==> config.mk <==
export PLATFORM = sky130hd
export DESIGN_NAME = param_alu
export DESIGN_NICKNAME = d
export VERILOG_FILES = /design/src/rtl/param_alu_pkg.sv /design/src/rtl/param_alu_mul.sv /design/src/rtl/param_alu.sv
export SDC_FILE = /design/constraint.sdc
export NUM_CORES = 1
export LEC_CHECK = 0
export CAP_MARGIN = 40
export CORE_MARGIN = 3
export CORE_UTILIZATION = 50
export CTS_BUF_LIST = sky130_fd_sc_hd__clkbuf_4 sky130_fd_sc_hd__clkbuf_8
export DETAILED_ROUTE_END_ITERATION = 10
export PLACE_DENSITY = 0.71
export SYNTH_ARGS = -nofsm -noshare
export SYNTH_HDL_FRONTEND = slang
export SYNTH_SLANG_ARGS = --single-unit
==> constraint.sdc <==
create_clock -name clk -period 4.75 [get_ports clk]
set_input_delay 0.95 -clock clk [delete_from_list [all_inputs] [get_ports clk]]
set_output_delay 0.95 -clock clk [all_outputs]
set_load 0.01 [all_outputs]
==> src/rtl/param_alu_pkg.sv <==
// Shared definitions for param_alu: op codes, FR flag bit positions and the FSM state type.
// The MUL state exists only when ALU_MUL_EN is defined.
package param_alu_pkg;

  localparam logic [3:0] OP_ADD  = 4'b0000;
  localparam logic [3:0] OP_SUB  = 4'b1000;
  localparam logic [3:0] OP_SLL  = 4'b0001;
  localparam logic [3:0] OP_SLT  = 4'b0010;
  localparam logic [3:0] OP_SLTU = 4'b0011;
  localparam logic [3:0] OP_XOR  = 4'b0100;
  localparam logic [3:0] OP_SRL  = 4'b0101;
  localparam logic [3:0] OP_SRA  = 4'b1101;
  localparam logic [3:0] OP_OR   = 4'b0110;
  localparam logic [3:0] OP_AND  = 4'b0111;
  localparam logic [3:0] OP_MUL  = 4'b1001;

  localparam int FR_ZF = 3;
  localparam int FR_SF = 2;
  localparam int FR_OF = 1;
  localparam int FR_CF = 0;

`ifdef ALU_MUL_EN
  typedef enum logic [1:0] {S_IDLE = 2'd0, S_EXEC = 2'd1, S_MUL = 2'd2} alu_state_t;
`else
  typedef enum logic [1:0] {S_IDLE = 2'd0, S_EXEC = 2'd1} alu_state_t;
`endif

  function automatic logic [3:0] make_flags(input logic zf, input logic sf,
                                            input logic of, input logic cf);
    logic [3:0] f;
    f        = '0;
    f[FR_ZF] = zf;
    f[FR_SF] = sf;
    f[FR_OF] = of;
    f[FR_CF] = cf;
    return f;
  endfunction

endpackage

==> src/rtl/param_alu_mul.sv <==
// Iterative shift-add unsigned multiplier: the first partial product is folded into the
// start edge, so product/done appear WIDTH-1 cycles after start.
module param_alu_mul #(
  parameter int WIDTH = 32
) (
  input  logic               clk,
  input  logic               rst_n,
  input  logic               start,
  input  logic [WIDTH-1:0]   a,
  input  logic [WIDTH-1:0]   b,
  output logic               busy,
  output logic               done,
  output logic [2*WIDTH-1:0] product
);

  localparam int CW = $clog2(WIDTH);

  logic [2*WIDTH-1:0] mcand;
  logic [WIDTH-1:0]   mplier;
  logic [CW-1:0]      cnt;

  always_ff @(posedge clk or negedge rst_n) begin
    if (!rst_n) begin
      busy    <= 1'b0;
      done    <= 1'b0;
      product <= '0;
      mcand   <= '0;
      mplier  <= '0;
      cnt     <= '0;
    end else begin
      done <= 1'b0;
      if (start && !busy) begin
        product <= b[0] ? {{WIDTH{1'b0}}, a} : '0;
        mcand   <= {{(WIDTH-1){1'b0}}, a, 1'b0};
        mplier  <= b >> 1;
        cnt     <= CW'(WIDTH - 1);
        busy    <= 1'b1;
      end else if (busy) begin
        if (mplier[0]) product <= product + mcand;
        mcand  <= mcand << 1;
        mplier <= mplier >> 1;
        cnt    <= cnt - CW'(1);
        if (cnt == CW'(1)) begin
          busy <= 1'b0;
          done <= 1'b1;
        end
      end
    end
  end

endmodule

==> src/rtl/param_alu.sv <==
// Registered ALU with load-enabled A/B/OP registers and a start/done handshake.
// Define ALU_MUL_EN to build in the iterative MUL op (otherwise op 1001 is illegal).
module param_alu
  import param_alu_pkg::*;
#(
  parameter int WIDTH = 32
) (
  input  logic             clk,
  input  logic             rst_n,
  input  logic [WIDTH-1:0] din,
  input  logic [3:0]       op,
  input  logic             ld_a,
  input  logic             ld_b,
  input  logic             ld_op,
  input  logic             start,
  output logic             busy,
  output logic             done,
  output logic [WIDTH-1:0] F,
  output logic [3:0]       FR,
  output alu_state_t       dbg_state
);

  // Handshake: start is accepted only on an edge where the FSM is IDLE; done pulses for
  // exactly one cycle as F/FR take their new value; busy covers the whole MUL run.

  localparam int SHW = $clog2(WIDTH);
  localparam int MSB = WIDTH - 1;

  alu_state_t       state, state_nxt;
  logic [WIDTH-1:0] a_q, b_q;
  logic [3:0]       op_q;
  logic [WIDTH-1:0] res_q;
  logic [3:0]       flg_q;

  logic [WIDTH:0]   sum_ext;
  logic [WIDTH-1:0] diff;
  logic [SHW-1:0]   shamt;
  logic [WIDTH-1:0] alu_res;
  logic             alu_of, alu_cf;
  logic [3:0]       alu_flg;
  logic             accept;

  assign sum_ext   = {1'b0, a_q} + {1'b0, b_q};
  assign diff      = a_q - b_q;
  assign shamt     = b_q[SHW-1:0];
  assign accept    = (state == S_IDLE) && start;
  assign dbg_state = state;

  always_comb begin
    alu_res = '0;
    alu_of  = 1'b0;
    alu_cf  = 1'b0;
    case (op_q)
      OP_ADD: begin
        alu_res = sum_ext[MSB:0];
        alu_cf  = sum_ext[WIDTH];
        alu_of  = (a_q[MSB] == b_q[MSB]) && (sum_ext[MSB] != a_q[MSB]);
      end
      OP_SUB: begin
        alu_res = diff;
        alu_cf  = a_q < b_q;
        alu_of  = (a_q[MSB] != b_q[MSB]) && (diff[MSB] != a_q[MSB]);
      end
      OP_SLL:  alu_res = a_q << shamt;
      OP_SLT:  alu_res = {{(WIDTH-1){1'b0}}, $signed(a_q) < $signed(b_q)};
      OP_SLTU: alu_res = {{(WIDTH-1){1'b0}}, a_q < b_q};
      OP_XOR:  alu_res = a_q ^ b_q;
      OP_SRL:  alu_res = a_q >> shamt;
      OP_SRA:  alu_res = $unsigned($signed(a_q) >>> shamt);
      OP_OR:   alu_res = a_q | b_q;
      OP_AND:  alu_res = a_q & b_q;
      default: alu_res = '0;
    endcase
  end

  assign alu_flg = make_flags(alu_res == '0, alu_res[MSB], alu_of, alu_cf);

`ifdef ALU_MUL_EN
  logic               mul_start, mul_busy, mul_done;
  logic [2*WIDTH-1:0] mul_prod;
  logic [3:0]         mul_flg;

  assign mul_start = accept && (op_q == OP_MUL);
  assign busy      = (state == S_MUL);
  assign mul_flg   = make_flags(mul_prod[MSB:0] == '0, mul_prod[MSB],
                                |mul_prod[2*WIDTH-1:WIDTH], 1'b0);

  param_alu_mul #(.WIDTH(WIDTH)) u_mul (
    .clk     (clk),
    .rst_n   (rst_n),
    .start   (mul_start),
    .a       (a_q),
    .b       (b_q),
    .busy    (mul_busy),
    .done    (mul_done),
    .product (mul_prod)
  );
`else
  assign busy = 1'b0;
`endif

  always_ff @(posedge clk or negedge rst_n) begin
    if (!rst_n) state <= S_IDLE;
    else        state <= state_nxt;
  end

  always_comb begin
    state_nxt = state;
    case (state)
      S_IDLE: begin
        if (start) begin
          state_nxt = S_EXEC;
`ifdef ALU_MUL_EN
          if (op_q == OP_MUL) state_nxt = S_MUL;
`endif
        end
      end
      S_EXEC: state_nxt = S_IDLE;
`ifdef ALU_MUL_EN
      S_MUL: if (!mul_busy) state_nxt = S_IDLE;
`endif
      default: state_nxt = S_IDLE;
    endcase
  end

  // Result is snapshotted on the accepting edge so loads on that same edge cannot leak in.
  always_ff @(posedge clk or negedge rst_n) begin
    if (!rst_n) begin
      a_q   <= '0;
      b_q   <= '0;
      op_q  <= '0;
      res_q <= '0;
      flg_q <= '0;
      F     <= '0;
      FR    <= '0;
      done  <= 1'b0;
    end else begin
      done <= 1'b0;
      if (!busy) begin
        if (ld_a)  a_q  <= din;
        if (ld_b)  b_q  <= din;
        if (ld_op) op_q <= op;
      end
      if (accept) begin
        res_q <= alu_res;
        flg_q <= alu_flg;
      end
      if (state == S_EXEC) begin
        F    <= res_q;
        FR   <= flg_q;
        done <= 1'b1;
      end
`ifdef ALU_MUL_EN
      if ((state == S_MUL) && mul_done) begin
        F    <= mul_prod[MSB:0];
        FR   <= mul_flg;
        done <= 1'b1;
      end
`endif
    end
  end

endmodule

==> impl_metrics.toml <==
[sta]
hold_ws_ns = 0.433
setup_tns_ns = 0
worst_slew_pin_slew_ns = 0.993
slew_violations = 0
rsz0062_at_grt = "no"
slew_headroom_pct = 33.6
hold_violations = 0
setup_viol = 0
fin_skew_ns = 0.0425
max_freq_ghz = 0.219
period_needed_ns = 4.58
period_share_pct = 96.3

[power_and_ir_drop]
power_density_mw_per_mm2 = 340
leakage_nw = 6.93
ir_worst_vdd_mv = 0.192

[logic_synthesis]
ys.flop_type = "dfrtp_1"
ys_warn_count = 0
ys_seq_elements = 140
yosysSeqAreaShare_pct = 24.0
synth-simple-area-share_pct = 18.2
synthAdderAreaFrac_pct = 8.58
synthMuxAreaShare_pct = 14.6
yosys.area_share.xor_xnor_pct = 1.44
synth_top_family_by_area = "compound AO/OA/AOI/OAI gates"
synth-compound-area-share_pct = 26.4
syn_area_per_cell_um2 = 8.08
async_flop_share_pct = 100
ys_types = 96
netlist_area_mm2 = 0.0146
synth_edf_count = 0
synth_cells = 1809

[global_route]
grt_pass1_vias = 14864
grt_max_degree = 75
grt-ovfl-total = 0
grt_pass1_wl_um = 96900
antenna_found_initial = 1
grtUsageTotal_pct = 41.4

[clock_network]
cts_buffers = 17
tritoncts = "yes"
cts_hold_buf = 0
cts_root_buffer = "clkbuf_8"
cts_sinks = 140
cts_resized = 0
cts_setup_buffers = 0
clk_latency_ns = 0.51
clock_tree.buffer_depth = 2
cts.clk_slew.worst_paths_ns = 0.11
cts-htree-levels = 4

[final_layout]
ff_latch_area_mm2 = 0.00351
nFillCells = 2611
multi_input_area_mm2 = 0.0101
drive_above_1_share_pct = 13.4
nets = 2003
syn_to_final_growth_pct = 12.0

[die]
core_region_area_mm2 = 0.0283
start_util_pct = 51.6
die_x_um = 177
die_area_mm2 = 0.0313
num_rows = 61
die_h_um = 177
ios = 82

[critical_path]
worstPathCellList = "inv_1 -> ha_1 -> o21bai_1 -> nand2_1 -> a21oi_1 -> a21oi_1 -> o21ai_0 -> a2111oi_0 -> a2111oi_2 -> nand4_1 -> a2111oi_4 -> nand4_1 -> o21ai_1"
slowest_delay_ns = 0.73
crit_fanout = 9
criticalPathCategory = "reg -> reg"
cp-start-kind = "flop"
regToRegSetupSlack_ns = 0.17
r2r_start = "a_q[1]$_DFFE_PN0P_"
cp.required_ns = 5.18
arrival_ns = 5.00
end_kind = "flop"
reg2reg_depth = 13
r2r-end = "flg_q[3]$_DFFE_PN0P_"
crit_slowest_cell = "a2111oi_2"

[run_status]
status = "finished clean"

[detailed_routing]
dr.pass1.iters = 6
drt-initial-drc-count = 2616
finalWirelength_um = 65000
wire_per_inst_um = 28.9
vias = 15727
viasPerCell = 6.98
antenna_left = 0
drc = 0

[job]
cap_violations = 0

[hold_path]
hp-class = "in -> async"

[placed_design]
place_congestion = 1.08
numPortBuffers = 79
hpwl_um = 50000
## where the power goes
group          switching, mW  internal [mW]  leakage (nW)
sequential             0.201           1.40          1.72
combinational           1.77           1.09          4.99
clock                  0.685          0.409         0.212
total                   2.66           2.91          6.93
## cells in the mapped netlist, types with 5 or more instances
master	instances	area share, %
a2111oi_0	5	0.30
a211o_1	13	0.78
a211oi_1	37	1.9
a21o_1	20	1.0
a21oi_1	123	4.2
a221o_1	6	0.41
a221oi_1	10	0.60
a22o_1	8	0.48
a22oi_1	12	0.62
a311oi_1	10	0.60
a31oi_1	14	0.60
and2_1	10	0.43
buf_1	18	0.46
buf_2	28	0.96
buf_4	5	0.26
buf_6	7	0.54
clkbuf_1	72	1.8
dfrtp_1	140	24
ha_1	97	8.3
inv_1	102	2.6
mux2_2	55	4.2
mux2i_1	46	3.1
mux4_2	40	6.2
nand2_1	226	5.8
nand2b_1	12	0.51
nand3_1	30	1.0
nand4_1	26	1.1
nor2_1	160	4.1
nor2b_1	24	1.0
nor3_1	41	1.4
nor4_1	17	0.73
o2111ai_1	8	0.48
o211a_1	6	0.41
o211ai_1	28	1.4
o21a_1	10	0.51
o21ai_0	147	5.0
o21ai_1	8	0.27
o21bai_1	6	0.31
o221ai_1	15	0.90
o22ai_1	24	1.0
o31a_1	7	0.42
o31ai_1	6	0.31
or2_2	5	0.21
or3_1	10	0.43
xnor2_1	23	1.4
## layout make-up
type,instances,share of cell area [%]
Multi-Input combinational cell,1433,61.8
Sequential cell,140,21.4
Timing Repair Buffer,164,8.88
Tap cell,378,2.89
Inverter,106,2.43
Clock buffer,17,1.43
Clock inverter,15,1.17
Antenna cell,1,0.0153
## logic make-up after synthesis
group | after synthesis
compound gates | 573
xor+xnor | 24
fa+ha+maj | 99
buf+inv | 237
flops | 140
mux | 149
other cells | 1
simple gates | 586
## per-stage QoR
step	total power, mW	area (µm²)	setup slack [ns]	utilization [%]	cells
2_1_floorplan	3.26	14600	0.988	-	1810
3_3_place_gp	4.32	15900	0.326	56.2	2218
6_report	5.56	16400	0.175	57.8	2254
5_1_grt	5.80	16400	0.00729	57.8	2253
3_5_place_dp	4.35	16000	0.360	56.3	2221
4_1_cts	5.44	16400	0.328	57.8	2253
## sequential cells by signal (all words and copies together) (netlist names)
name / count
flg_q: 4
done: 1
b_q: 32
F: 31
res_q: 31
op_q: 4
FR: 4
dbg_state: 1
a_q: 32
## worst max-delay path: cells and delay by family, from the launching register on
family | cells | cell delay [ns]
adders and majority gates | 1 | 0.37
and+or+nand+nor | 3 | 0.65
AOI/OAI and AO/OA | 8 | 2.69
DFF | 1 | 0.62
buffers and inverters | 1 | 0.18
## worst max path at each step
stage / from / end / slack (ns) / cells past startpoint
2_1_floorplan: b_q[2]$_DFFE_PN0P_ / flg_q[3]$_DFFE_PN0P_ / 0.99 / 16
3_3_place_gp: b_q[0]$_DFFE_PN0P_ / flg_q[3]$_DFFE_PN0P_ / 0.33 / 15
3_5_place_dp: b_q[0]$_DFFE_PN0P_ / flg_q[3]$_DFFE_PN0P_ / 0.36 / 15
4_1_cts: b_q[0]$_DFFE_PN0P_ / flg_q[3]$_DFFE_PN0P_ / 0.33 / 15
5_1_grt: b_q[0]$_DFFE_PN0P_ / flg_q[3]$_DFFE_PN0P_ / 0.007 / 15
6_report: a_q[1]$_DFFE_PN0P_ / flg_q[3]$_DFFE_PN0P_ / 0.17 / 13
## metal layers
metal  GRT usage [%]  vias to the layer above  routed length [µm]
met1            56.4                     7480               25700
met5               0                        -                   0
met4            18.2                        0                3580
met3            14.0                      241                9130
met2            59.5                     1250               26600
li1                -                     6756                   -
## placed cells by master (no fill, tap or decap), drive strengths merged, types with 42 or more instances in the layout
cell / n
nand2: 227
a21oi: 124
mux2: 59
ha: 97
clkdlybuf4s50: 76
mux4: 42
mux2i: 48
buf: 88
dfrtp: 140
inv: 110
o21ai: 155
nor2: 160
Note: power is estimated with default switching activity, not from simulation.
